$ cat src/rtl/te_timing_gen.sv
// Tearing-effect pulse generator: programmable delay, width, period and polarity,
// with frame-boundary shadow reconfiguration, one-shot mode and ext_sync phase re-lock.
module te_timing_gen #(
    parameter int CNT_W      = 32,
    parameter int FCNT_W     = 16,
    parameter int DEF_DELAY  = 1511377,
    parameter int DEF_WIDTH  = 11814,
    parameter int DEF_PERIOD = 2926384,
    parameter int TE_POL     = 1,
    parameter int SYNC_EN    = 1
) (
    input  logic              clk,
    input  logic              rstn,
    input  logic              en,
    input  logic              oneshot,
    input  logic [CNT_W-1:0]  cfg_delay,
    input  logic [CNT_W-1:0]  cfg_width,
    input  logic [CNT_W-1:0]  cfg_period,
    input  logic              cfg_load,
    input  logic              ext_sync,
    output logic              te,
    output logic              te_rise,
    output logic [FCNT_W-1:0] frame_cnt,
    output logic              busy
);

    typedef enum logic [1:0] {
        IDLE  = 2'd0,
        DELAY = 2'd1,
        PULSE = 2'd2,
        GAP   = 2'd3
    } state_t;

    localparam logic [CNT_W-1:0] DEF_DELAY_C  = CNT_W'(DEF_DELAY);
    localparam logic [CNT_W-1:0] DEF_WIDTH_C  = CNT_W'(DEF_WIDTH);
    localparam logic [CNT_W-1:0] DEF_PERIOD_C = CNT_W'(DEF_PERIOD);
    localparam logic [CNT_W-1:0] ONE_C        = CNT_W'(1);
    localparam logic [CNT_W-1:0] TWO_C        = CNT_W'(2);
    localparam logic             TE_ACT       = (TE_POL != 0);

    state_t             state_q, state_d;
    logic [CNT_W-1:0]   cnt_q, cnt_d;
    logic [CNT_W-1:0]   act_delay_q, act_delay_d;
    logic [CNT_W-1:0]   act_width_q, act_width_d;
    logic [CNT_W-1:0]   act_period_q, act_period_d;
    logic [CNT_W-1:0]   sh_delay_q, sh_delay_d;
    logic [CNT_W-1:0]   sh_width_q, sh_width_d;
    logic [CNT_W-1:0]   sh_period_q, sh_period_d;
    logic               oneshot_q, oneshot_d;
    logic               en_q;
    logic               sync_q;
    logic               te_q, te_d;
    logic               te_rise_q, te_rise_d;
    logic [FCNT_W-1:0]  frame_cnt_q, frame_cnt_d;
    logic               busy_q, busy_d;

    logic               start_ok;
    logic               sync_rise;
    logic               start_pulse;
    logic               load_active;
    logic [CNT_W-1:0]   w_clamp;
    logic [CNT_W-1:0]   p_clamp;

    assign start_ok  = oneshot ? (en && !en_q) : en;
    assign sync_rise = (SYNC_EN != 0) && ext_sync && !sync_q;

    // Clamp shadow values so every period has at least one active and one inactive cycle.
    always_comb begin
        p_clamp = (sh_period_q < TWO_C) ? TWO_C : sh_period_q;
        w_clamp = (sh_width_q == '0) ? ONE_C : sh_width_q;
        if (w_clamp >= p_clamp) begin
            w_clamp = p_clamp - ONE_C;
        end
    end

    always_comb begin
        state_d      = state_q;
        cnt_d        = cnt_q;
        oneshot_d    = oneshot_q;
        act_delay_d  = act_delay_q;
        act_width_d  = act_width_q;
        act_period_d = act_period_q;
        sh_delay_d   = cfg_load ? cfg_delay  : sh_delay_q;
        sh_width_d   = cfg_load ? cfg_width  : sh_width_q;
        sh_period_d  = cfg_load ? cfg_period : sh_period_q;
        start_pulse  = 1'b0;
        load_active  = 1'b0;

        case (state_q)
            IDLE: begin
                if (start_ok) begin
                    load_active = 1'b1;
                    oneshot_d   = oneshot;
                    if (sh_delay_q == '0) begin
                        start_pulse = 1'b1;
                    end else begin
                        state_d = DELAY;
                        cnt_d   = '0;
                    end
                end
            end
            DELAY: begin
                if (!en) begin
                    state_d = IDLE;
                end else if (cnt_q == act_delay_q - ONE_C) begin
                    start_pulse = 1'b1;
                end else begin
                    cnt_d = cnt_q + ONE_C;
                end
            end
            PULSE: begin
                if (sync_rise) begin
                    start_pulse = 1'b1;
                    load_active = 1'b1;
                end else begin
                    if (cnt_q == act_width_q - ONE_C) begin
                        state_d = GAP;
                    end
                    cnt_d = cnt_q + ONE_C;
                end
            end
            GAP: begin
                // The end-of-period stop decision outranks a coincident re-lock edge.
                if (cnt_q == act_period_q - ONE_C) begin
                    if (oneshot_q || !en) begin
                        state_d = IDLE;
                    end else begin
                        start_pulse = 1'b1;
                        load_active = 1'b1;
                    end
                end else if (sync_rise) begin
                    start_pulse = 1'b1;
                    load_active = 1'b1;
                end else begin
                    cnt_d = cnt_q + ONE_C;
                end
            end
            default: begin
                state_d = IDLE;
            end
        endcase

        if (start_pulse) begin
            state_d = PULSE;
            cnt_d   = '0;
        end

        if (load_active) begin
            act_delay_d  = sh_delay_q;
            act_width_d  = w_clamp;
            act_period_d = p_clamp;
        end

        te_d        = (state_d == PULSE) ? TE_ACT : ~TE_ACT;
        te_rise_d   = start_pulse;
        frame_cnt_d = frame_cnt_q + FCNT_W'(start_pulse);
        busy_d      = (state_d != IDLE);
    end

    always_ff @(posedge clk or negedge rstn) begin
        if (!rstn) begin
            state_q      <= IDLE;
            cnt_q        <= '0;
            oneshot_q    <= 1'b0;
            act_delay_q  <= DEF_DELAY_C;
            act_width_q  <= DEF_WIDTH_C;
            act_period_q <= DEF_PERIOD_C;
            sh_delay_q   <= DEF_DELAY_C;
            sh_width_q   <= DEF_WIDTH_C;
            sh_period_q  <= DEF_PERIOD_C;
            en_q         <= 1'b0;
            sync_q       <= 1'b0;
            te_q         <= ~TE_ACT;
            te_rise_q    <= 1'b0;
            frame_cnt_q  <= '0;
            busy_q       <= 1'b0;
        end else begin
            state_q      <= state_d;
            cnt_q        <= cnt_d;
            oneshot_q    <= oneshot_d;
            act_delay_q  <= act_delay_d;
            act_width_q  <= act_width_d;
            act_period_q <= act_period_d;
            sh_delay_q   <= sh_delay_d;
            sh_width_q   <= sh_width_d;
            sh_period_q  <= sh_period_d;
            en_q         <= en;
            sync_q       <= ext_sync;
            te_q         <= te_d;
            te_rise_q    <= te_rise_d;
            frame_cnt_q  <= frame_cnt_d;
            busy_q       <= busy_d;
        end
    end

    assign te        = te_q;
    assign te_rise   = te_rise_q;
    assign frame_cnt = frame_cnt_q;
    assign busy      = busy_q;

endmodule

$ cat config.mk
export PLATFORM = sky130hd
export DESIGN_NAME = te_timing_gen
export DESIGN_NICKNAME = d
export VERILOG_FILES = /design/src/rtl/te_timing_gen.sv
export SDC_FILE = /design/constraint.sdc
export NUM_CORES = 1
export LEC_CHECK = 0
export CELL_PAD_IN_SITES_DETAIL_PLACEMENT = 2
export CELL_PAD_IN_SITES_GLOBAL_PLACEMENT = 2
export CORE_MARGIN = 2
export CORE_UTILIZATION = 35
export CTS_BUF_LIST = sky130_fd_sc_hd__clkbuf_16
export DETAILED_ROUTE_END_ITERATION = 6
export PLACE_DENSITY_LB_ADDON = 0.1
export SYNTH_ARGS = -nofsm -noshare
export SYNTH_HDL_FRONTEND = slang
export SYNTH_SLANG_ARGS = --single-unit
$ cat constraint.sdc
create_clock -name clk -period 4.69 [get_ports clk]
set_input_delay 0.469 -clock clk [delete_from_list [all_inputs] [get_ports clk]]
set_output_delay 0.469 -clock clk [all_outputs]
set_load 0.02 [all_outputs]
# Word-level counts from Yosys, hierarchy flattened
# Cells that the tools add are included.
# word_totals
register_bits	248
latch_bits	0
ramBits	0
mem_bits_ro	0
inputBits	102
out_inout_bits	19
elab_cells	79
n_memories	0
# op_classes
addsub	6
n_mul	0
n_div	0
order_cmp	2
eq_ne	12
shift	0
mux	32
n_bitwise	0
n_reduce_logical	12
# op_table
cell	n
32-bit 2-to-1 mux	10
32-bit one-hot mux with 4 select lines	1
32-bit by 1-bit subtractor with 32-bit output (second input constant)	4
32-bit == test	3
32-bit zero test	2
32-bit by 1-bit adder with 32-bit output (second input constant)	1
32-bit >= comparator	1
32-bit by 2-bit less-than comparator with 1-bit output (second input constant)	1
16-bit by 1-bit adder with 16-bit output	1
2-bit 2-to-1 mux	8
3-bit != test (second input constant)	5
1-bit 2-to-1 mux	10
2-bit one-hot mux with 4 select lines	1
2-bit == test (second input constant)	3
5-bit AND reduction	1
1-bit one-hot mux with 4 select lines	1
1-bit zero test	3
1-bit one-hot mux with 3 select lines	1
2-bit by 1-bit == test with 1-bit output (second input constant)	1
1-bit logical AND	2
2-bit zero test	1
2-bit AND reduction	1
2-bit nonzero test	1
1-bit logical OR	1

# Logic depth before layout (Yosys ltp)
# Gate-level depths: netlist of the first run.
# depth
ltp_word	8
ltp_mapped	19
depth_no_buf	17

# Least setup slack after synthesis of the first run
# Ideal clock, no wire load.
# synth_path
path_kind	reg-to-reg
from	reg act_delay_q[1]
to	reg frame_cnt_q[15], in the netlist frame_cnt[15]
setup_time_ps	128
arrival_time_ps	4103
t_required_ps	4562
setup_slack_ps	458
path_stages_with_launch	18
path_buffers	2
period_less_slack_ps	4232
path_cell_list	dfrtp_1 inv_1 ha_1 or3b_2 or4_1 clkbuf_1 or4_1 o31ai_1 nand4_1 o31a_1 o21ai_0 ha_1 nand3_1 nor2_1 and3_1 clkbuf_1 nand4_1 xnor2_1
# synth_via
elab_chain_len	6
# synth_rtl
element	line	source
from (decl)	43	logic [CNT_W-1:0] act_delay_q, act_delay_d;
from (signal assigned)	181	act_delay_q <= act_delay_d;
32-bit by 1-bit subtractor with 32-bit output	105	end else if (cnt_q == act_delay_q - ONE_C) begin
32-bit == test	105	
1-bit 2-to-1 mux	105	
1-bit 2-to-1 mux	103	if (!en) begin
1-bit one-hot mux with 4 select lines	89	case (state_q)
named net start_pulse	59	logic start_pulse;
16-bit by 1-bit adder with 16-bit output	156	frame_cnt_d = frame_cnt_q + FCNT_W'(start_pulse);
named net frame_cnt_d[15]	54	logic [FCNT_W-1:0] frame_cnt_q, frame_cnt_d;
to (signal assigned)	191	frame_cnt_q <= frame_cnt_d;
to (decl)	54	
# The timed path passes the listed nets, and every way through them passes these cells.
# A chain may end at the register's enable or synchronous reset.

==> results by group, run 1 <==
Die
  • Die Area: roughly 45000 um2
  • Row count: 76
  • Starting Density: 0.354
  • Core ar.: approximately 43000 um2
  • Vert. Die Dim: approximately 210 um
  • IO Pins: ~120
  • Die X: between 200 and 250 um

Yosys
  • Async set or reset register ratio after synthesis: 1.00
  • Synth Net Count: ~1800
  • Post-synthesis sequential area ratio: 0.412
  • Number of synthesized flops with an enable pin: 0
  • Synthesized area: about 15000 um2
  • Main combinational cell family by area after synthesis: simple AND/OR/NAND/NOR gates
  • Post-synthesis mux area share: 0.0994
  • Post-synthesis adder-cell area fraction: 0.0326
  • Synth warnings: 0
  • Cells after Synth: 1617
  • Post-Synth Simple-Gate Area: 0.191
  • Synth Flop Type: dfrtp_1
  • Post-Synth XOR/XNOR Area: 0.0873
  • Post-synthesis compound-gate area fraction: 0.131
  • Synth Register Bits: around 250
  • Distinct cells, synth: 76
  • Post-Syn Area per Cell: 9.43 um2

Placed design
  • Pre-CTS WS: -237 ps
  • GPL Wtd Cong: roughly 0.86
  • Port-buffer cells: between 100 and 150
  • Post-DP HPWL: about 40 mm
  • Placed cell area: between 15000 and 20000 um2
  • Placed cells: roughly 2300

Route
  • Average wire per standard cell: approximately 22 um
  • Routed wire length: roughly 52 mm
  • Remaining antenna violation count: 0
  • Via-to-Cell Ratio: ~5.5
  • DRC Markers: 0
  • 1st-pass router iterations: 5
  • DR iter-0 viols: between 400 and 500
  • Vias: 12800

Timing
  • F_max: ~0.22 GHz
  • Worst slew pin tran: a little under 1000 ps
  • Final setup viols: 0
  • Final Skew: 14.3 ps
  • Period utilization: 0.958
  • Minimum clock period: 4490 ps
  • Setup ws final: just under 200 ps
  • Rel. slew slack: 0.339
  • Pins Over Slew Limit: 0
  • Endpoints failing hold: 0
  • Unrepaired setup endpoints after global routing: no

GRT
  • Initial antenna violation count: 0
  • Met3 Usage GRT: 0.0257
  • First-pass GRT wire length: ~82 mm
  • Gr busiest metal: met2
  • Routing usage on met2: 0.416
  • Tot GR Track Use: 0.234
  • Met1 Track Usage GR: 0.292
  • Vias in the first global route: between 10000 and 15000
  • Congestion Overflow GR: 0
  • Largest net degree at the start of global routing: roughly 110

Clock network
  • CTS tree: yes
  • Worst skew pair latency: 570 ps
  • Root buf cell: clkbuf_16
  • Clock transition at the registers of the reported paths: around 60 ps
  • CTS Buf Count: 30
  • Clk buf depth: 3
  • Clock sinks: around 250
  • Htree depth: 1

Final layout
  • Final instance area: approximately 18000 um2
  • Share of layout cells above drive strength 1: 0.176
  • Post-Layout Cell Count: around 2300
  • Fillcell total: around 4700
  • # nets final: 1862
  • Area delta synth->final: 20.2%
  • Antenna diode count: 0

Critical path
  • CP Class: register to register
  • CP required: a little over 5000 ps
  • Crit-path slowest cell: nor2_2
  • Critical path's largest stage delay: 660 ps
  • Setup crit end kind: register
  • Peak fanout along the critical path: 17
  • Critical path's top delay family: simple AND/OR/NAND/NOR gates
  • Critical path cell sequence: or4_4 > or4_4 > or3_1 > or4b_1 > a221oi_1 > and4_1 > a31oi_1 > and3_1 > nor2_2 > a221o_1
  • WP buf/inv: 0
  • CP arrival: about 5000 ps
  • Top cell by count, worst path: or4_4
  • Startpoint Class: register

Power and ir drop
  • Switching share of power: 0.357
  • Sw Pwr: 0.00262 W
  • Power share of the clock group: 0.297
  • Peak VDD IR: 0.245 mV
  • P_leak: approximately 7.4 nW
  • Internal Power: between 0.004 and 0.005 W
  • Reg power frac: 0.417
  • Comb pwr share: 0.286
  • Pwr Density: 400 nW/um2
  • Power, Total: 0.00733 W

Outcome
  • Outcome: completed

Worst hold path
  • Hold crit path type: primary input to register

Run
  • Max_cap viols: 0
## cell usage after synthesis (48+ instances only)
cell | n | area (um2)
nand3_1 | 48 | 240
nand2_1 | 163 | 612
o21ai_0 | 122 | 611
mux2_2 | 100 | 1130
dfrtp_1 | 190 | 4750
nor3_1 | 50 | 250
xor2_1 | 54 | 473
xnor2_1 | 98 | 858
dfstp_2 | 58 | 1520
clkbuf_1 | 110 | 413
inv_1 | 56 | 210
nor2_1 | 75 | 282
nor4_1 | 56 | 350
## final timing paths
path / start / to / slack (ps) / depth (start not counted)
worst max-delay path: act_width_q[0] / cnt_q[7] / 200 / 10
worst min-delay path: ext_sync / sync_q / 390 / 1
worst max register to register: act_width_q[0] / cnt_q[7] / 200 / 10
worst min register to register: frame_cnt[15] / frame_cnt[15] / 490 / 1
max in group asynchronous: rstn / sh_width_q[29] / 2960 / 3
min in group asynchronous: rstn / frame_cnt[15] / 530 / 2
## cell usage in the layout, fill, tap and decap left out, types with 19 or more instances in the layout
cell,count
dfrtp_1,190
nand2_1,163
o21ai_0,122
clkdlybuf4s50_1,118
mux2_2,100
xnor2_1,98
nor2_1,75
buf_4,70
inv_1,66
dfstp_2,58
nor4_1,55
xor2_1,54
nor3_1,49
nand3_1,48
mux2i_1,39
ha_1,37
nand4_1,31
clkbuf_16,31
or4_1,21
or3_1,20
a21oi_1,20
nor2b_1,19
## sequential cells by signal, summed over array words and instances, names as in the netlist, 2 cells and up
register	flops
frame_cnt	16
cnt_q	32
sh_width_q	32
sh_period_q	32
act_width_q	32
act_delay_q	32
state_q	2
sh_delay_q	32
act_period_q	32
## power by group through the flow
stage / combinational (W) / clock [W] / sequential (W)
5_1_grt: 0.00232 / 0.00233 / 0.00313
3_5_place_dp: 0.00209 / 0 / 0.00309
4_1_cts: 0.00211 / 0.00224 / 0.00306
6_report: 0.00210 / 0.00217 / 0.00306
2_1_floorplan: 0.00150 / 0 / 0.00278
3_3_place_gp: 0.00202 / 0 / 0.00307
## routing by layer
| layer | share of wire | routed length [um] |
|---|---|---|
| met1 | 0.43 | 22700 |
| met2 | 0.50 | 26100 |
| met3 | 0.025 | 1300 |
| met4 | 0.041 | 2140 |
| met5 | 0 | 0 |
## stage by stage
step / setup TNS [ps] / hold slack, ps / utilization
after global placement: 0 / 479 / 0.402
after global routing: 0 / 377 / 0.426
after floorplan: 0 / 173 / -
final: 0 / 391 / 0.426
after CTS: 0 / 370 / 0.424
after detailed placement: -957 / 474 / 0.402
## layout make-up
cell class,instances,area [um2],area share
inverters,56,210,0.0115
flip-flops and latches,248,6280,0.342
repair buffers,197,1870,0.102
well taps,585,732,0.0399
clock buffers,31,776,0.0423
clock inverters,25,131,0.00717
multi-input cells,1188,8330,0.455
## kinds of logic (layout without fill, tap and decap cells)
logic type,count (synthesis),after routing
simple gates,563,563
compound gates,294,294
flops,248,248
buf+inv,181,309
xor+xnor,152,152
mux,139,139
fa+ha+maj,40,40
## worst register-to-register path, cell delays in order (launching register included)
cell      delay, ps
dfrtp_1         430
or4_4           570
or4_4           540
or3_1           480
or4b_1          560
a221oi_1        290
and4_1          220
a31oi_1         140
and3_1          250
nor2_2          660
a221o_1         280
## repair_timing
action,CTS,global route
setup buffers,1,4
hold endpoints to repair,15,0
hold buffers,1,0
gates resized for setup,4,8
setup endpoints to repair,9,19
pin swaps,1,3
No activity file was read; power rests on OpenSTA's default activity.
==> run 2: changes to the inputs <==
SETUP_SLACK_MARGIN = 0.3   (was default)
clock period = 4.8 ns   (was 4.69 ns; I/O delays follow)
==> run 2 against run 1 <==
- total power is 1.2% higher
- global-route usage is 0.16 points higher
- via count is 0.64% higher
- sequential power is 2% lower
- maximum frequency is 3.3% higher
- critical path depth is 1 higher
- first-iteration DRC count is 14% higher
- worst setup slack better by 250 ps
- critical endpoint is now cnt_q[31]
- sequential share of layout area is 0.46 points lower
==> results by group, run 2 (synthesis results as in run 1) <==
GRT
  • Initial antenna violation count: 0
  • First-pass GRT wire length: 82.8 mm
  • Congestion Overflow GR: 0
  • Largest net degree at the start of global routing: 117
  • Tot GR Track Use: 0.236
  • Vias in the first global route: 14300

Power and ir drop
  • Peak VDD IR: 0.326 mV
  • P_leak: 7.53 nW
  • Power, Total: between 0.007 and 0.008 W
  • Pwr Density: 399 nW/um2

Run
  • Max_cap viols: 0

Critical path
  • Number of cells on the critical path: 11
  • Reg-to-reg endpoint: cnt_q[31]
  • Peak fanout along the critical path: 10
  • Critical path's largest stage delay: 560 ps
  • Worst Setup EP: cnt_q[31]
  • WP buf/inv: 1
  • Reg2reg setup slack: approximately 450 ps
  • Critical path's top delay family: simple AND/OR/NAND/NOR gates
  • Startpoint Class: register
  • CP Class: register to register
  • R2R cell count: 11
  • Setup crit end kind: register
  • CP required: 5280 ps
  • FF-to-FF Start: act_width_q[0]
  • Crit-path slowest cell: or4_4
  • Critical path cell sequence: or4_4 > or4_4 > or3_4 > or4b_1 > a221oi_1 > and4_1 > a31oi_2 > and3_4 > or2_1 > buf_12 > o41ai_2
  • CP arrival: a little under 5000 ps
  • Crit. Startpoint: act_width_q[0]
  • Top cell by count, worst path: or4_4

Final layout
  • Leading cell type in the layout, fill and taps excluded: dfrtp_1
  • Register area: roughly 6300 um2
  • Final instance area: approximately 19000 um2
  • Multi-input logic area: roughly 8500 um2
  • Fillcell total: 4610
  • Commonest non-fill, non-tap cells in the layout: dfrtp_1, nand2_1, o21ai_0
  • Area delta synth->final: 21.9%
  • Layout Utilization: 0.432
  • Antenna diode count: 0
  • # nets final: between 1500 and 2000
  • Share of layout cells above drive strength 1: 0.194

Timing
  • Endpoints failing hold: 0
  • Setup ws final: around 450 ps
  • F_max: about 0.23 GHz
  • Pins Over Slew Limit: 0
  • Final setup viols: 0
  • Rel. slew slack: 0.350
  • Final Skew: 12.3 ps
  • Period utilization: 0.905
  • Unrepaired setup endpoints after global routing: yes
  • Minimum clock period: around 4300 ps
  • Worst slew pin tran: 976 ps
  • Setup TNS Final: 0 ps

Placed design
  • GPL Wtd Cong: 0.881
  • Placed cell area: about 17000 um2
  • Post-DP HPWL: approximately 40 mm
  • Port-buffer cells: 120
  • Pre-CTS WS: -144 ps

Die
  • Row count: 76
  • Die Area: 45300 um2
  • Die X: 213 um
  • IO Pins: around 120
  • Vert. Die Dim: approximately 210 um
  • Core ar.: around 43000 um2
  • Starting Density: 0.354

Clock network
  • CTS Buf Count: 31
  • Clock transition at the registers of the reported paths: ~60 ps
  • Worst skew pair latency: around 580 ps
  • Htree depth: 1
  • Root buf cell: clkbuf_16
  • Clk buf depth: 3
  • CTS tree: yes
  • Clock sinks: 248

Route
  • DRC Markers: 0
  • Routed wire length: around 53 mm
  • Via-to-Cell Ratio: approximately 5.5
  • Average wire per standard cell: about 23 um
  • 1st-pass router iterations: 5
  • Remaining antenna violation count: 0
  • DR iter-0 viols: roughly 550
  • Vias: roughly 13000

Outcome
  • Outcome: completed

Worst hold path
  • Hold crit path type: primary input to register
-- run 2: cell count changes in the layout (fill, tap and decap cells not counted), sizes merged --
cell      before  now
buf           78   83
bufinv         1    4
clkinv        13    9
a21o          14   16
clkinvlp       1    2
inv           66   68
-- run 2: worst min path at each step --
stage               cells after the start  slack [ps]               to           from
CTS                                     1         350           sync_q       ext_sync
detailed placement                      1         490    frame_cnt[12]  frame_cnt[12]
floorplan                               0         180  act_delay_q[12]           rstn
finish                                  1         380           sync_q       ext_sync
global placement                        1         480    frame_cnt[12]  frame_cnt[12]
global route                            1         380           sync_q       ext_sync
-- run 2: layout make-up --
cell class	instances	share of cell area
clock inverters	27	0.0122
repair buffers	202	0.102
inverters	56	0.0113
flip-flops and latches	248	0.338
multi-input cells	1190	0.456
clock buffers	31	0.0417
well taps	585	0.0394
-- run 2: per-layer routing --
| layer | wire (um) | vias to the layer above | part of all wire | GRT usage |
|---|---|---|---|---|
| met3 | 1310 | 81 | 0.025 | 0.0271 |
| met5 | 0 | - | 0 | 0 |
| met2 | 27000 | 186 | 0.51 | 0.427 |
| met1 | 23000 | 6601 | 0.43 | 0.291 |
| li1 | - | 6032 | - | - |
| met4 | 1780 | 0 | 0.034 | 0.0772 |
-- run 2: timing repair --
action | 4_1_cts | 5_1_grt
hold buffers | 1 | 0
endpoints found under the setup margin | 111 | 69
cloned | 0 | 2
pin swaps | 5 | 7
setup buffers | 7 | 6
gates resized for setup | 15 | 30
hold endpoints to repair | 68 | 0
-- run 2: report_power, final --
part           internal [W]  switching [W]  total [W]
Clock               0.00138       0.000952    0.00233
Combinational      0.000967        0.00112    0.00208
Sequential          0.00245       0.000550    0.00301
Total               0.00480        0.00262    0.00742
-- run 2: per-stage QoR --
step	hold WS [ps]	instances
2_1_floorplan	184	1617
3_3_place_gp	478	2265
3_5_place_dp	486	2265
4_1_cts	353	2331
5_1_grt	376	2339
6_report	376	2339
